**src/rtl/user_ram_pkg.sv**
```systemverilog
// Shared encodings for user_ram_arb: FSM states and master ids.
// ST_ZERO exists only when USER_RAM_ARB_ZEROIZE_EN is defined.
package user_ram_pkg;

   localparam int   NUM_M = 2;
   localparam logic M_CPU = 1'b0;
   localparam logic M_ACC = 1'b1;

`ifdef USER_RAM_ARB_ZEROIZE_EN
   typedef enum logic [1:0] {
      ST_IDLE = 2'd0,
      ST_CMD  = 2'd1,
      ST_DONE = 2'd2,
      ST_ZERO = 2'd3
   } state_t;
`else
   typedef enum logic [1:0] {
      ST_IDLE = 2'd0,
      ST_CMD  = 2'd1,
      ST_DONE = 2'd2
   } state_t;
`endif

endpackage

```
**src/rtl/user_ram_arb_rr_arb2.sv**
```systemverilog
// Two-request round-robin picker. On a tie the master not granted last wins;
// the last-grant register only moves when upd_i is high.
module rr_arb2
   import user_ram_pkg::*;
(
   input  logic       clk_i,
   input  logic       rst_i,
   input  logic [1:0] req_i,
   input  logic       upd_i,
   output logic       gnt_id_o
);

   logic last_q;

   always_comb begin
      gnt_id_o = M_CPU;
      if (req_i == 2'b11)
         gnt_id_o = ~last_q;
      else if (req_i[1])
         gnt_id_o = M_ACC;
   end

   // Reset to M_ACC so the CPU bus wins the first tie.
   always_ff @(posedge clk_i) begin
      if (!rst_i)
         last_q <= M_ACC;
      else if (upd_i && (|req_i))
         last_q <= gnt_id_o;
   end

endmodule

```
**src/rtl/user_ram_arb.sv**
```systemverilog
// Two-master single-port RAM arbiter: IDLE -> CMD -> DONE per access.
// Optional zeroize sweep enabled by USER_RAM_ARB_ZEROIZE_EN.
module user_ram_arb
   import user_ram_pkg::*;
#(
   parameter int ADDR_BIT = 8,
   parameter int DATA_W   = 32
) (
   input  logic                clk_i,
   input  logic                rst_i,
   input  logic                m0_req_i,
   input  logic                m0_we_i,
   input  logic [ADDR_BIT-1:0] m0_addr_i,
   input  logic [DATA_W-1:0]   m0_wdata_i,
   output logic                m0_ack_o,
   output logic [DATA_W-1:0]   m0_rdata_o,
   input  logic                m1_req_i,
   input  logic                m1_we_i,
   input  logic [ADDR_BIT-1:0] m1_addr_i,
   input  logic [DATA_W-1:0]   m1_wdata_i,
   output logic                m1_ack_o,
   output logic [DATA_W-1:0]   m1_rdata_o,
   output logic                ram_wr_en_o,
   output logic                ram_rd_en_o,
   output logic [ADDR_BIT-1:0] ram_addr_o,
   output logic [DATA_W-1:0]   ram_di_o,
   input  logic [DATA_W-1:0]   ram_do_i,
   input  logic                zero_req_i,
   output logic                zero_busy_o,
   output logic                zero_done_o
);

   typedef struct packed {
      logic we;
      logic id;
   } acc_t;

   state_t state_q, state_d;
   acc_t   acc_q, acc_d;

   logic [NUM_M-1:0]               req, we_in, ack;
   logic [NUM_M-1:0][ADDR_BIT-1:0] addr_in;
   logic [NUM_M-1:0][DATA_W-1:0]   wdata_in, rdata_q, rd_mux;

   logic                wr_en_q, wr_en_d, rd_en_q, rd_en_d;
   logic [ADDR_BIT-1:0] addr_q, addr_d;
   logic [DATA_W-1:0]   di_q, di_d;
   logic                arb_upd, gnt_id, rd_done;

   assign req      = {m1_req_i,   m0_req_i};
   assign we_in    = {m1_we_i,    m0_we_i};
   assign addr_in  = {m1_addr_i,  m0_addr_i};
   assign wdata_in = {m1_wdata_i, m0_wdata_i};

   rr_arb2 u_arb (
      .clk_i    (clk_i),
      .rst_i    (rst_i),
      .req_i    (req),
      .upd_i    (arb_upd),
      .gnt_id_o (gnt_id)
   );

   assign rd_done = (state_q == ST_DONE) && !acc_q.we;

   // RAM data is only valid while rd_en is held in DONE, so it is bypassed
   // straight to the winner during its ack and captured for later.
   for (genvar m = 0; m < NUM_M; m++) begin : g_m
      assign ack[m]    = (state_q == ST_DONE) && (acc_q.id == 1'(m));
      assign rd_mux[m] = (rd_done && acc_q.id == 1'(m)) ? ram_do_i : rdata_q[m];
   end

   assign m0_ack_o    = ack[M_CPU];
   assign m1_ack_o    = ack[M_ACC];
   assign m0_rdata_o  = rd_mux[M_CPU];
   assign m1_rdata_o  = rd_mux[M_ACC];
   assign ram_wr_en_o = wr_en_q;
   assign ram_rd_en_o = rd_en_q;
   assign ram_addr_o  = addr_q;
   assign ram_di_o    = di_q;

`ifdef USER_RAM_ARB_ZEROIZE_EN
   logic zdone_q, zdone_d;
   assign zero_busy_o = (state_q == ST_ZERO);
   assign zero_done_o = zdone_q;
`else
   logic zero_unused;
   assign zero_unused = zero_req_i;
   assign zero_busy_o = 1'b0;
   assign zero_done_o = 1'b0;
`endif

   always_comb begin
      state_d = state_q;
      acc_d   = acc_q;
      wr_en_d = 1'b0;
      rd_en_d = 1'b0;
      addr_d  = addr_q;
      di_d    = di_q;
      arb_upd = 1'b0;
`ifdef USER_RAM_ARB_ZEROIZE_EN
      zdone_d = 1'b0;
`endif
      case (state_q)
         ST_IDLE: begin
`ifdef USER_RAM_ARB_ZEROIZE_EN
            if (zero_req_i) begin
               state_d = ST_ZERO;
               wr_en_d = 1'b1;
               addr_d  = '0;
               di_d    = '0;
            end else
`endif
            if (|req) begin
               // Command registers load here so the strobe is up during CMD.
               state_d  = ST_CMD;
               arb_upd  = 1'b1;
               acc_d.id = gnt_id;
               acc_d.we = we_in[gnt_id];
               addr_d   = addr_in[gnt_id];
               di_d     = wdata_in[gnt_id];
               wr_en_d  = we_in[gnt_id];
               rd_en_d  = !we_in[gnt_id];
            end
         end
         ST_CMD: begin
            state_d = ST_DONE;
            rd_en_d = !acc_q.we;
         end
         ST_DONE: state_d = ST_IDLE;
`ifdef USER_RAM_ARB_ZEROIZE_EN
         ST_ZERO: begin
            if (addr_q == '1) begin
               state_d = ST_IDLE;
               zdone_d = 1'b1;
            end else begin
               wr_en_d = 1'b1;
               addr_d  = addr_q + ADDR_BIT'(1);
            end
         end
`endif
         default: state_d = ST_IDLE;
      endcase
   end

   always_ff @(posedge clk_i) begin
      if (!rst_i) begin
         state_q <= ST_IDLE;
         acc_q   <= '0;
         wr_en_q <= 1'b0;
         rd_en_q <= 1'b0;
         addr_q  <= '0;
         di_q    <= '0;
         rdata_q <= '0;
`ifdef USER_RAM_ARB_ZEROIZE_EN
         zdone_q <= 1'b0;
`endif
      end else begin
         state_q <= state_d;
         acc_q   <= acc_d;
         wr_en_q <= wr_en_d;
         rd_en_q <= rd_en_d;
         addr_q  <= addr_d;
         di_q    <= di_d;
         if (rd_done)
            rdata_q[acc_q.id] <= ram_do_i;
`ifdef USER_RAM_ARB_ZEROIZE_EN
         zdone_q <= zdone_d;
`endif
      end
   end

endmodule
```
**config.mk**
```make
export PLATFORM = sky130hd
export DESIGN_NAME = user_ram_arb
export DESIGN_NICKNAME = d
export VERILOG_FILES = /design/src/rtl/user_ram_pkg.sv /design/src/rtl/user_ram_arb_rr_arb2.sv /design/src/rtl/user_ram_arb.sv
export SDC_FILE = /design/constraint.sdc
export NUM_CORES = 1
export LEC_CHECK = 0
export BUFFER_PORTS_ARGS = -buffer_cell sky130_fd_sc_hd__clkbuf_2
export CORE_ASPECT_RATIO = 0.9
export CORE_MARGIN = 10
export CORE_UTILIZATION = 40
export DETAILED_ROUTE_END_ITERATION = 8
export GPL_TIMING_DRIVEN = 0
export PLACE_DENSITY = 0.71
export SKIP_CTS_REPAIR_TIMING = 1
export SYNTH_ARGS = -nofsm -noshare
export SYNTH_HDL_FRONTEND = slang
export SYNTH_SLANG_ARGS = --single-unit
```
**constraint.sdc**
```tcl
create_clock -name clk_i -period 1.8 [get_ports clk_i]
set_input_delay 0 -clock clk_i [delete_from_list [all_inputs] [get_ports clk_i]]
set_output_delay 0 -clock clk_i [all_outputs]
set_load 0.03 [all_outputs]
```
==> summary.txt <==
Setup path
  • WP depth: 6
  • Critical Setup Path Class: reg2out
  • Reg-to-reg startpoint: state_q[0]
  • Arr. time, crit path: 1.88 ns
  • Gate family responsible for the most delay along the worst path: buffers and inverters
  • Crit path max fanout: 7
  • Critical Path Max Stage Delay: between 0.3 and 0.4 ns
  • Crit path buffers/inverters: 3
  • Worst reg2reg path depth: 7
  • RR Endpoint: rdata_q[16]
  • R2r setup slk: around 0.03 ns
  • Worst Path Required: about 1.8 ns
  • Worst-path cell chain: nand2b_4 > nor3_4 > buf_12 > clkbuf_16 > mux2_4 > buf_6
  • Critical Path End Type: output port
  • Startpoint types: register
  • Worst path slowest cell: dfxtp_4

Timing
  • RSZ-0062 raised after global routing: true
  • Crit share post-route: 104%
  • Post-route worst setup slack: -0.0770 ns
  • Final hold slack: -0.00849 ns
  • Pins over their slew limit: 0
  • Rel. slew slack: 64.4%
  • Clock skew: 0.00766 ns
  • Top achievable clock speed: between 0.5 and 0.6 GHz
  • Final Setup Violations: 62
  • Worst-Margin Slew: 0.532 ns
  • Fin crit period: between 1.5 and 2 ns
  • Final hold vios: 1

Clocking
  • Worst-skew pair later-pin latency: roughly 0.35 ns
  • H-tree Lvls: 3
  • Clk slew on worst S/H paths: about 0.08 ns
  • CTS Sinks: between 100 and 150
  • Total CTS buffers: 9
  • CTS tree: done
  • Root buffer cell: clkbuf_16
  • CTS max path bufs: 2

Power and ir drop
  • Pwr dens: 814 nW/um^2
  • LEAKAGE: between 3 and 4 nW
  • Final Power: approximately 6.4 mW
  • Max VDD drop: roughly 540 uV

Global route
  • Global Route Usage Sum: between 10% and 20%
  • GR Util met3: around 8.9%
  • Largest net degree at the start of global routing: 20
  • First-pass GRT wire length: approximately 23000 um
  • Most crowded layer after global routing: met2
  • Total gr overflow: 0
  • Initial antenna violation count: 2
  • Met1 usage: a little under a fifth
  • Vias in the first global route: between 4000 and 5000
  • M2 GR Usage: about 28%

Synth
  • Async SR Flop Fraction: 0%
  • Synth Warn #: 0
  • Top cell type's share of synthesized area: between 40% and 50%
  • Synth area leaders: dfxtp_1, mux2_4, and2_1
  • EDFF count, synth: 0
  • Synth top cells by count: dfxtp_1, nand2_1, and2_1, o21ai_0, a31oi_1
  • Avg Inst Size Synth: between 9 and 10 um^2
  • Cells after Synth: around 470
  • Dominant cell type by area after synthesis: dfxtp_1
  • #FFs+latches synth: ~110
  • Main synth FF type: dfxtp_1
  • Seq/Total Area, Yosys: 48.4%
  • Netlist cell types: 25
  • Most frequent cell after synthesis: dfxtp_1
  • Synthesized area: roughly 4600 um^2

Placement
  • DP Area: around 6000 um^2
  • Gpl congestion: between 0.8 and 0.9
  • Post-DP HPWL: 11600 um
  • Dpl cells: 846
  • PortBufs: 224

Hold path
  • HP Start: m1_req_i
  • Hold Path End: u_arb.last_q
  • Worst hold stages: 3
  • Hold crit path type: in2reg

Detailed routing
  • Total number of vias: about 4800
  • Pre-antenna DRT Iters: 5
  • Iter 0 DRT Violations: about 250
  • ANT nets after route: 0
  • DRC: 0
  • Vias per inst: roughly 5.0
  • WL/cell: about 19 um
  • Final wirelength: between 15000 and 20000 um

Final layout
  • Layout cells sized above 1: a little over two fifths
  • Finished Core Util: around 69%
  • Design Area, Final: between 7000 and 8000 um^2
  • Final #Nets: 918
  • Final non-filler cell total: 962
  • Area grow syn2layout: 70.6%

Die
  • Die Ht: 122 um
  • Core area: around 11000 um^2
  • Row count: 37
  • Initial Util: 40.5%
  • Die width: 133 um
  • Die Footprint: between 15000 and 20000 um^2
  • IO Pins: between 200 and 250

Job
  • Max_cap viols: 0

Status
  • Failing checks: hold timing, setup timing
  • Outcome: finished, violations left
[final cells by class]
cell class | count | area, um^2
Sequential cell | 111 | 2230
Antenna cell | 2 | 5.00
Inverter | 2 | 7.51
Clock inverter | 7 | 104
Multi-Input combinational cell | 316 | 2280
Timing Repair Buffer | 322 | 2540
Buffer | 37 | 253
Tap cell | 156 | 195
Clock buffer | 9 | 225
Fill cell | 794 | 3510
[state kept, by name (all words and copies together), names as in the netlist]
name	flops
u_arb.last_q	1
ram_rd_en_o	1
ram_di_o	32
ram_addr_o	8
ram_wr_en_o	1
acc_q	2
state_q	2
rdata_q	64
[power by group]
group          internal, mW  switching (mW)
clock                  1.24           0.971
sequential             2.60          0.0844
combinational         0.625           0.852
total                  4.47            1.91
[per-stage QoR]
| stage | hold WS, ns | TNS, ns | setup slack (ns) |
|---|---|---|---|
| after floorplan | 0.152 | 0 | 0.127 |
| final | -0.00849 | -2.03 | -0.0770 |
| after global placement | 0.242 | 0 | 0.0925 |
| after CTS | -0.130 | -12.41 | -0.224 |
| after detailed placement | 0.246 | 0 | 0.0716 |
| after global routing | 0.0165 | -5.90 | -0.143 |
[metal layers]
layer  wire [um]  vias up  share of wire, %
li1            -     2244                 -
met1        7100     2248                39
met2        8670      284                48
met3        1940       36                11
met4         519        0               2.8
met5           0        -                 0
[how the worst max path moves through the flow]
stage,startpoint,slack [ns],endpoint
after floorplan,state_q[0],0.13,rdata_q[30]
after global placement,acc_q[0],0.09,rdata_q[41]
after detailed placement,acc_q[0],0.07,rdata_q[36]
after CTS,acc_q[0],-0.22,m1_rdata_o[1]
after global routing,state_q[0],-0.14,m0_rdata_o[11]
final,state_q[0],-0.08,m0_rdata_o[16]
[cell usage in the layout, fill, tap and decap left out, drive strengths merged]
master       Yosys  layout
bufinv           0       2
a21boi           1       1
dfxtp          111     111
buf             19      98
clkbuf          18     190
dlygate4sd3      0      80
o21a             1       1
clkinv           0       3
mux2i            1       1
nand2b           3       3
conb             1       2
nand2           84      84
and2            66      66
a31oi           40      40
nor3             3       3
inv              2       4
mux2            64      64
nor2b            1       1
a21oi            3       3
diode            0       2
nor2             4       4
o21ai           43      43
[kinds of logic after synthesis]
kind of cell,count (synthesis),share of synthesized area (%)
multiplexers,65,18.4
buffers and inverters,39,4.63
other,1,0.0817
flip-flops,111,48.4
AND/OR/NAND/NOR,161,17.7
AO/OA/AOI/OAI,88,10.8
[worst register-to-register path: stages, from the launching register on]
cell	delay (ns)
dfxtp_4	0.35
nand2b_4	0.17
nor3_4	0.20
buf_12	0.18
clkbuf_16	0.16
mux2_4	0.32
buf_4	0.14
and2_1	0.14
(Power assumes the default switching activity.)
